--- src/rtl/apu_pkg.sv ---
// rtl/apu_pkg.sv - shared types and constants for the APU frame counter controller
//
// Purpose: state encoding of the load-delay FSM, register bit positions,
// CPU register addresses and a small helper used when (re)arming the delay.
// Optional feature macro used by the importing files: FC_RESET_LOAD_EN.
package apu_pkg;

  typedef enum logic [1:0] {
    IDLE,
    WAIT,
    FIRE
  } fc_state_t;

  localparam int FC_MODE_BIT    = 7;
  localparam int FC_INHIBIT_BIT = 6;

  localparam logic [15:0] FC_ADDR     = 16'h4017;
  localparam logic [15:0] STATUS_ADDR = 16'h4015;

  // A delay of 1 (or 0) has no intermediate strobe to wait for, so the
  // sequencer goes straight to FIRE and loads on the very next CPU strobe.
  function automatic fc_state_t fc_arm_state(input int unsigned delay);
    return (delay <= 1) ? FIRE : WAIT;
  endfunction

endpackage

--- src/rtl/frame_counter_ctrl_if.sv ---
// rtl/frame_counter_ctrl_if.sv - CPU/frame-counter side signals of frame_counter_ctrl
//
// Purpose: bundles the register-side inputs and the frame-counter-side outputs.
// Ports (signals):
//   cpu_clk_en        one-clk strobe per CPU cycle
//   reg_we            one-clk pulse, CPU write to $4017
//   reg_wdata[7:0]    write data, bit7 = mode, bit6 = IRQ inhibit
//   status_rd         one-clk pulse, CPU read of $4015 (clears flag)
//   fc_interrupt      interrupt level from the frame counter
//   mode              sequencer mode (0 = 4-step, 1 = 5-step)
//   inhibit_interrupt IRQ inhibit to the frame counter
//   load              one-clk reset/load strobe to the frame counter
//   frame_irq         sticky frame IRQ flag
//   busy              a delayed load is pending
// Modports: master drives the inputs (CPU/bench side), slave is the controller.
interface frame_counter_ctrl_if;

  logic       cpu_clk_en;
  logic       reg_we;
  logic [7:0] reg_wdata;
  logic       status_rd;
  logic       fc_interrupt;
  logic       mode;
  logic       inhibit_interrupt;
  logic       load;
  logic       frame_irq;
  logic       busy;

  modport master (
    output cpu_clk_en, reg_we, reg_wdata, status_rd, fc_interrupt,
    input  mode, inhibit_interrupt, load, frame_irq, busy
  );

  modport slave (
    input  cpu_clk_en, reg_we, reg_wdata, status_rd, fc_interrupt,
    output mode, inhibit_interrupt, load, frame_irq, busy
  );

endinterface

--- src/rtl/fc_load_delay.sv ---
// rtl/fc_load_delay.sv - parity-dependent write delay ahead of the frame counter load strobe
//
// Purpose: tracks CPU-cycle parity and counts DELAY_EVEN / DELAY_ODD CPU
// strobes after a start pulse, then emits a single load strobe aligned with
// a CPU strobe. A new start while pending restarts the countdown.
// Optional macro FC_RESET_LOAD_EN: arm one load automatically after reset.
// Ports:
//   clk, rst     system clock, asynchronous active-high reset
//   cpu_clk_en   one-clk strobe per CPU cycle
//   start        one-clk pulse, register write accepted
//   load         one-clk load strobe (FIRE and cpu_clk_en)
//   busy         state is not IDLE
module fc_load_delay
  import apu_pkg::*;
#(
  parameter int DELAY_EVEN = 3,
  parameter int DELAY_ODD  = 4,
  parameter int CNT_W      = 3
) (
  input  logic clk,
  input  logic rst,
  input  logic cpu_clk_en,
  input  logic start,
  output logic load,
  output logic busy
);

  fc_state_t        state;
  logic             parity;
  logic [CNT_W-1:0] cnt;
  logic [CNT_W-1:0] start_cnt;

  // Parity is the value held during the write clk, before this clk's toggle.
  assign start_cnt = parity ? CNT_W'(DELAY_ODD) : CNT_W'(DELAY_EVEN);

  assign load = (state == FIRE) && cpu_clk_en;
  assign busy = (state != IDLE);

`ifdef FC_RESET_LOAD_EN
  logic boot;
`endif

  always_ff @(posedge clk or posedge rst) begin
    if (rst) begin
      state  <= IDLE;
      parity <= 1'b0;
      cnt    <= '0;
`ifdef FC_RESET_LOAD_EN
      boot   <= 1'b1;
`endif
    end else begin
      if (cpu_clk_en) parity <= ~parity;
`ifdef FC_RESET_LOAD_EN
      boot <= 1'b0;
`endif
      if (start) begin
        // Last write wins; also covers a write in the clk where load fires.
        cnt   <= start_cnt;
        state <= fc_arm_state(int'(start_cnt));
      end
`ifdef FC_RESET_LOAD_EN
      else if (boot) begin
        cnt   <= CNT_W'(DELAY_EVEN);
        state <= fc_arm_state(DELAY_EVEN);
      end
`endif
      else begin
        case (state)
          WAIT: begin
            if (cpu_clk_en) begin
              if (cnt > CNT_W'(1)) cnt <= cnt - CNT_W'(1);
              // Entering FIRE as the count reaches 1 puts load on the next
              // strobe, i.e. the Nth strobe after the write.
              if (cnt <= CNT_W'(2)) state <= FIRE;
            end
          end
          FIRE: begin
            if (cpu_clk_en) state <= IDLE;
          end
          default: ;
        endcase
      end
    end
  end

endmodule

--- src/rtl/frame_counter_ctrl.sv ---
// rtl/frame_counter_ctrl.sv - register-side controller for the APU frame counter
//
// Purpose: decodes $4017 writes (mode applied at the delayed load, IRQ
// inhibit applied at once), drives the delayed load strobe and owns the
// sticky frame IRQ flag cleared by $4015 reads.
// Optional macro FC_RESET_LOAD_EN (in fc_load_delay): power-up load after reset.
// Ports:
//   clk   system clock
//   rst   asynchronous active-high reset
//   bus   frame_counter_ctrl_if.slave (see interface for signal list)
module frame_counter_ctrl
  import apu_pkg::*;
#(
  parameter int DELAY_EVEN = 3,
  parameter int DELAY_ODD  = 4,
  parameter int CNT_W      = 3
) (
  input  logic                  clk,
  input  logic                  rst,
  frame_counter_ctrl_if.slave   bus
);

  logic pend_mode;
  logic load_i;
  logic busy_i;
  logic irq_set;
  logic irq_clr;
  logic unused_wdata;

  assign unused_wdata = ^bus.reg_wdata[5:0];

  fc_load_delay #(
    .DELAY_EVEN (DELAY_EVEN),
    .DELAY_ODD  (DELAY_ODD),
    .CNT_W      (CNT_W)
  ) u_delay (
    .clk        (clk),
    .rst        (rst),
    .cpu_clk_en (bus.cpu_clk_en),
    .start      (bus.reg_we),
    .load       (load_i),
    .busy       (busy_i)
  );

  assign bus.load = load_i;
  assign bus.busy = busy_i;

  assign irq_set = bus.fc_interrupt & bus.cpu_clk_en & ~bus.inhibit_interrupt;
  assign irq_clr = bus.status_rd | (bus.reg_we & bus.reg_wdata[FC_INHIBIT_BIT]);

  always_ff @(posedge clk or posedge rst) begin
    if (rst) begin
      pend_mode             <= 1'b0;
      bus.mode              <= 1'b0;
      bus.inhibit_interrupt <= 1'b0;
      bus.frame_irq         <= 1'b0;
    end else begin
      if (bus.reg_we) begin
        pend_mode             <= bus.reg_wdata[FC_MODE_BIT];
        bus.inhibit_interrupt <= bus.reg_wdata[FC_INHIBIT_BIT];
      end
      // Old pend_mode is used if a write lands in the same clk as load.
      if (load_i) bus.mode <= pend_mode;
      if (irq_set)      bus.frame_irq <= 1'b1;
      else if (irq_clr) bus.frame_irq <= 1'b0;
    end
  end

endmodule

--- src/flat_wrapper.sv ---
// flat-port wrapper written by rule: the top's interface ports become plain ports
module frame_counter_ctrl_flat import apu_pkg::*;
#(
  parameter int DELAY_EVEN = 3,
  parameter int DELAY_ODD  = 4,
  parameter int CNT_W      = 3
)
  (clk, rst, bus_cpu_clk_en, bus_reg_we, bus_reg_wdata, bus_status_rd, bus_fc_interrupt, bus_mode, bus_inhibit_interrupt, bus_load, bus_frame_irq, bus_busy);
  frame_counter_ctrl_if bus_i ();
  input  logic clk;
  input  logic rst;
  input wire logic [$bits(bus_i.cpu_clk_en)-1:0] bus_cpu_clk_en;
  input wire logic [$bits(bus_i.reg_we)-1:0] bus_reg_we;
  input wire logic [$bits(bus_i.reg_wdata)-1:0] bus_reg_wdata;
  input wire logic [$bits(bus_i.status_rd)-1:0] bus_status_rd;
  input wire logic [$bits(bus_i.fc_interrupt)-1:0] bus_fc_interrupt;
  output wire logic [$bits(bus_i.mode)-1:0] bus_mode;
  output wire logic [$bits(bus_i.inhibit_interrupt)-1:0] bus_inhibit_interrupt;
  output wire logic [$bits(bus_i.load)-1:0] bus_load;
  output wire logic [$bits(bus_i.frame_irq)-1:0] bus_frame_irq;
  output wire logic [$bits(bus_i.busy)-1:0] bus_busy;
  assign bus_i.cpu_clk_en = bus_cpu_clk_en;
  assign bus_i.reg_we = bus_reg_we;
  assign bus_i.reg_wdata = bus_reg_wdata;
  assign bus_i.status_rd = bus_status_rd;
  assign bus_i.fc_interrupt = bus_fc_interrupt;
  assign bus_mode = bus_i.mode;
  assign bus_inhibit_interrupt = bus_i.inhibit_interrupt;
  assign bus_load = bus_i.load;
  assign bus_frame_irq = bus_i.frame_irq;
  assign bus_busy = bus_i.busy;
  frame_counter_ctrl #(.DELAY_EVEN(DELAY_EVEN), .DELAY_ODD(DELAY_ODD), .CNT_W(CNT_W)) u_core (.clk(clk), .rst(rst), .bus(bus_i));
endmodule
--- config.mk ---
export PLATFORM = sky130hd
export DESIGN_NAME = frame_counter_ctrl_flat
export DESIGN_NICKNAME = d
export VERILOG_FILES = /design/src/rtl/apu_pkg.sv /design/src/rtl/frame_counter_ctrl_if.sv /design/src/rtl/fc_load_delay.sv /design/src/rtl/frame_counter_ctrl.sv /design/src/flat_wrapper.sv
export SDC_FILE = /design/constraint.sdc
export NUM_CORES = 1
export LEC_CHECK = 0
export ABC_CLOCK_PERIOD_IN_PS = 1570
export BUFFER_PORTS_ARGS = -buffer_cell sky130_fd_sc_hd__buf_2
export CORE_MARGIN = 2
export CORE_UTILIZATION = 30
export CTS_CLUSTER_SIZE = 16
export DETAILED_ROUTE_END_ITERATION = 7
export HOLD_SLACK_MARGIN = 0.12
export SKIP_LAST_GASP = 1
export SLEW_MARGIN = 20
export SYNTH_ARGS = -nofsm -noshare
export SYNTH_HDL_FRONTEND = slang
export SYNTH_SLANG_ARGS = --single-unit
--- constraint.sdc ---
create_clock -name clk -period 1.57 [get_ports clk]
set_input_delay 0 -clock clk [delete_from_list [all_inputs] [get_ports clk]]
set_output_delay 0 -clock clk [all_outputs]
set_load 0.005 [all_outputs]
; ---- Yosys cells after proc, flatten, opt, wreduce, memory -nomap -nowiden
; Cells that the tools add are included.
[classes]
add_sub_neg = 1
magnitude_cmp = 3
n_eq_ne = 5
mux = 13
n_bitwise = 6
reduce_logical = 9
[ops]
columns = cell, n
row1 = 3-bit two-way mux, 5
row2 = 2-bit two-way mux, 5
row3 = 2-bit nonzero test, 5
row4 = "3-bit != test, second input constant", 3
row5 = 2-bit one-hot mux with 2 select lines, 1
row6 = 4-bit AND reduction, 1
row7 = 1-bit bitwise AND, 3
row8 = "3-bit by 1-bit greater-than comparator with 1-bit output, second input constant", 1
row9 = "3-bit by 1-bit less-or-equal comparator with 1-bit output, second input constant", 1
row10 = "3-bit by 2-bit less-or-equal comparator with 1-bit output, second input constant", 1
row11 = 3-bit AND reduction, 1
row12 = 3-bit nonzero test, 1
row13 = "3-bit by 1-bit subtractor with 3-bit output, second input constant", 1
row14 = "2-bit by 1-bit == test with 1-bit output, second input constant", 1
row15 = "2-bit == test, second input constant", 1
row16 = 1-bit two-way mux, 2
row17 = 1-bit NOT, 2
row18 = 1-bit logical AND, 1
row19 = 1-bit OR, 1
[totals]
ff_bits = 10
input_bits = 14
output_inout_bits = 5
word_cells = 44

; ---- Longest topological paths before layout
[logic_depth]
depth_word = 5
depth_mapped = 5
mapped_depth_nobuf = 5

; ---- By module
; Synthesis repeated with hierarchy kept, for this count alone.
[hier_totals]
cells_unflattened = 47
hier_area_um2 = 491.7
[modules_own_cells]
columns = module, instances, cells_each, area_per_inst_um2, seq_area_each_um2
row1 = fc_load_delay, 1, 35, 336.6, 150.1
row2 = frame_counter_ctrl, 1, 12, 155.1, 100.1

; ---- Worst setup path before layout
; OpenSTA, ideal clock, no wires.
[synth_path]
kind = reg2reg
start = register u_core.u_delay.cnt[1]
end = register u_core.u_delay.cnt[2]
setup_time_ps = 119
arrival_ps = 1237
required_ps = 1451
setup_slack_ps = 214
stages_incl_launch_ff = 6
n_path_buf = 0
period_less_slack_ps = 1356
path_cell_list = dfrtp_1 -> inv_1 -> ha_1 -> o21ba_4 -> a41o_1 -> o21a_1
[synth_between]
elab_chain_cells = 5
elab_cells_between_ends = 8
cone_classes = add/sub (1) / order compare (1) / mux (4) / reduce/logical (2)
[synth_rtl]
columns = element, line_no
row1 = start: declaration, fc_load_delay.sv:30  ; logic [CNT_W-1:0] cnt;
row2 = start signal: assignment, fc_load_delay.sv:58  ; cnt <= start_cnt;
row3 = start signal: assignment, fc_load_delay.sv:71  ; if (cnt > CNT_W'(1)) cnt <= cnt - CNT_W'(1);
row4 = 3-bit by 1-bit subtractor with 3-bit output, fc_load_delay.sv:71
row5 = 3-bit two-way mux, fc_load_delay.sv:71
row6 = 3-bit two-way mux, fc_load_delay.sv:70  ; if (cpu_clk_en) begin
row7 = 3-bit two-way mux, fc_load_delay.sv:68  ; case (state)
row8 = 3-bit two-way mux, fc_load_delay.sv:56  ; if (start) begin
; Several ways; a longest one is shown, not always the timed one. The select of a mux whose other input is x is not followed.
; A chain may end at the register's enable or synchronous reset.

; ---- Final worst setup path
[layout_path]
start = input port bus_reg_we
end = register u_core.bus.frame_irq
[layout_between]
elab_chain_cells = 3
[layout_rtl]
columns = element, line_no
row1 = start: declaration, flat_wrapper.sv:13  ; input wire logic [$bits(bus_i.reg_we)-1:0] bus_reg_we;
row2 = 1-bit bitwise AND, frame_counter_ctrl.sv:49  ; assign irq_clr = bus.status_rd | (bus.reg_we & bus.reg_wdata[FC_INHIBIT_BIT]);
row3 = 1-bit OR, frame_counter_ctrl.sv:49
row4 = 2-bit nonzero test (no source line), --
row5 = end signal: assignment, frame_counter_ctrl.sv:56  ; bus.frame_irq <= 1'b0;
row6 = end signal: assignment, frame_counter_ctrl.sv:64  ; if (irq_set) bus.frame_irq <= 1'b1;
row7 = end signal: assignment, frame_counter_ctrl.sv:65  ; else if (irq_clr) bus.frame_irq <= 1'b0;
row8 = end: declaration, frame_counter_ctrl_if.sv:36  ; output mode, inhibit_interrupt, load, frame_irq, busy
; Every way passes these cells.

==> flow_summary.json <==
{
  "status": "complete, no violations",
  "drt-initial-drc-count": 11,
  "multi_input_area_um2": 288,
  "synth_warnings": 0,
  "cpMostUsedCell": "dlygate4sd3_1",
  "crit_required_ps": 1730,
  "hold_viol": 0,
  "finalPower_w": 0.00112,
  "period_needed_ps": 1450,
  "grt_pass1_wl_mm": 2.03,
  "ios": 19,
  "ys_types": 30,
  "setup_viol_count_final": 0,
  "via_per_inst": 4.54,
  "ys_ff_latch": 10,
  "hold_path_class": "in2async",
  "finClkSkew_ps": 3.79,
  "worstPathArrival_ps": 1600,
  "yosysSeqAreaShare": 0.445,
  "die_area_um2": 2230,
  "hpwl_um": 808,
  "antenna_found_initial": 0,
  "crit_fanout": 10,
  "cts_tree": "built",
  "cp_num_buf_inv": 3,
  "cpLargestDelayFamily": "buffers and inverters",
  "wl_per_cell_um": 12.2,
  "clkTransAtPathRegs_ps": 70,
  "ir_drop_mv": 0.714,
  "final_cell_mix": "buf_2, dfrtp_1, dlygate4sd3_1",
  "leakagePower_nw": 0.365,
  "fillerInstances": 167,
  "core_area_um2": 1750,
  "wl_mm": 1.22,
  "routabilityCongestion": 0.838,
  "synth_area_um2": 562,
  "drc": 0,
  "overflow": 0,
  "clock_sinks": 10,
  "slowest_stage": "dlygate4sd3_1",
  "grt_usage": 0.141,
  "slew-limit-headroom": 0.728,
  "port_buffers": 12,
  "firstDrtPassIters": 4,
  "finalSetupTns_ps": 0,
  "worstMarginPinSlew_ps": 408,
  "syn_avg_cell_area_um2": 11.0,
  "clockBufferDepth": 2,
  "crit_type": "in2reg",
  "syn-num-nets": 68,
  "maxSlewViolCount": 0,
  "drv_cap": 0,
  "fin_nets": 93,
  "cpPeakStageDelay_ps": 550,
  "drive_above_1_share": 0.293,
  "cts_buffers": 3,
  "fp.dieH_um": 47.3,
  "vias": 454,
  "crit_path_cell_trace": "dlygate4sd3_1 > buf_2 > nand2_1 > a32o_1 > dlygate4sd3_1",
  "rsz0062_at_grt": "false",
  "start_kind": "input port",
  "regArea_um2": 250,
  "grt_pass1_vias": 457,
  "power.density_nw_per_um2": 1450,
  "start_util": 0.322,
  "end_kind": "flip-flop",
  "final_common_cell": "buf_2",
  "clock_latency_ps": 270,
  "placementRows": 15,
  "die_x_um": 47.3,
  "synthCells": 51,
  "root_buffer": "clkbuf_4",
  "area_growth_pct": 37.4,
  "post-cts-setup-buffers": 0,
  "grt_max_degree": 11,
  "fmax_mhz": 692,
  "layout_worst_path_cycle_share": 0.921,
  "antenna_cells": 0,
  "ant_nets": 0,
  "cts_max_level": 1
}
tightest hold or removal path, delay by kind of cell:
family                 cells  cell delay [ps]
buffers and inverters      3              950
final cells by class:
type,count,share of cell area
timing repair buffer,21,0.191
tap,25,0.0405
sequential,10,0.324
inverter,5,0.0243
clock buffer,4,0.0470
multi-input combinational,35,0.373
final timing paths:
kind	end	cells after the start	slack, ps	startpoint
min	u_core.bus.mode	3	250	rst
max reg2reg	u_core.u_delay.cnt[2]	5	190	u_core.u_delay.cnt[1]
max in group asynchronous	u_core.u_delay.cnt[2]	3	1030	rst
min in group clk	u_core.u_delay.parity	1	460	u_core.u_delay.parity
min reg2reg	u_core.u_delay.parity	1	460	u_core.u_delay.parity
max	u_core.bus.frame_irq	5	120	bus_reg_we
flip-flops by register name, summed over array words and instances, names as in the netlist:
name / count
u_core.u_delay.cnt: 3
u_core.u_delay.state: 2
u_core.bus.frame_irq: 1
u_core.bus.inhibit_interrupt: 1
u_core.bus.mode: 1
u_core.pend_mode: 1
u_core.u_delay.parity: 1
stage by stage:
step | worst slack, ps | util | hold slack (ps) | instances | area [um2]
6_report | 125 | 0.442 | 253 | 100 | 772
5_1_grt | 94.9 | 0.442 | 299 | 100 | 772
4_1_cts | 171 | 0.442 | 252 | 100 | 772
3_5_place_dp | 214 | 0.376 | 8.17 | 88 | 656
3_3_place_gp | 209 | 0.376 | -11.5 | 88 | 656
2_1_floorplan | 214 | - | -160 | 51 | 562
cell families (layout without fill, tap and decap cells):
| family | Yosys count | in the layout | synth area share |
|---|---|---|---|
| simple gates | 15 | 15 | 0.167 |
| compound gates | 14 | 14 | 0.216 |
| flops | 10 | 10 | 0.445 |
| buf+inv | 6 | 30 | 0.0423 |
| fa+ha+maj | 3 | 3 | 0.0668 |
| mux | 2 | 2 | 0.0468 |
| xor+xnor | 1 | 1 | 0.0156 |
report_power, final:
part | switching, W | internal [W] | total, W
logic | 0.000224 | 0.000252 | 0.000476
registers | 0.0000705 | 0.000336 | 0.000407
clock network | 0.0000963 | 0.000141 | 0.000237
cells in the mapped netlist:
cell      instances  area, um2
a21oi_1           2       10.0
nor2b_1           3       18.8
a32o_1            1       10.0
mux2_1            1       11.3
nor3_1            1       5.00
nand2_1           1       3.75
xor2_1            1       8.76
a221oi_2          1       15.0
buf_2             1       5.00
inv_1             4       15.0
nand3_1           1       5.00
a21o_1            1       7.51
o21ai_1           1       5.00
a21bo_1           1       10.0
or2_1             1       6.26
a31oi_1           1       6.26
o211ai_1          2       15.0
o311ai_1          1       8.76
and3b_4           1       12.5
o21a_1            1       7.51
nand3b_1          1       7.51
a41o_1            1       10.0
ha_1              3       37.5
clkinv_1          1       3.75
nor2_1            2       7.51
and2_4            1       8.76
o21ba_4           1       16.3
nand2b_1          3       18.8
dfrtp_1          10        250
mux2_4            1       15.0
per-layer routing:
metal	vias up	share of wire	GRT usage
met3	0	0.028	0.0615
met2	7	0.53	0.181
li1	227	-	-
met5	-	0	0
met1	220	0.44	0.174
met4	0	0	0.128
repair_timing:
item	CTS	global route
hold buffers	8	0
gates resized for setup	0	0
endpoints found under the hold margin	17	0
Note: power is estimated with default switching activity, not from simulation.
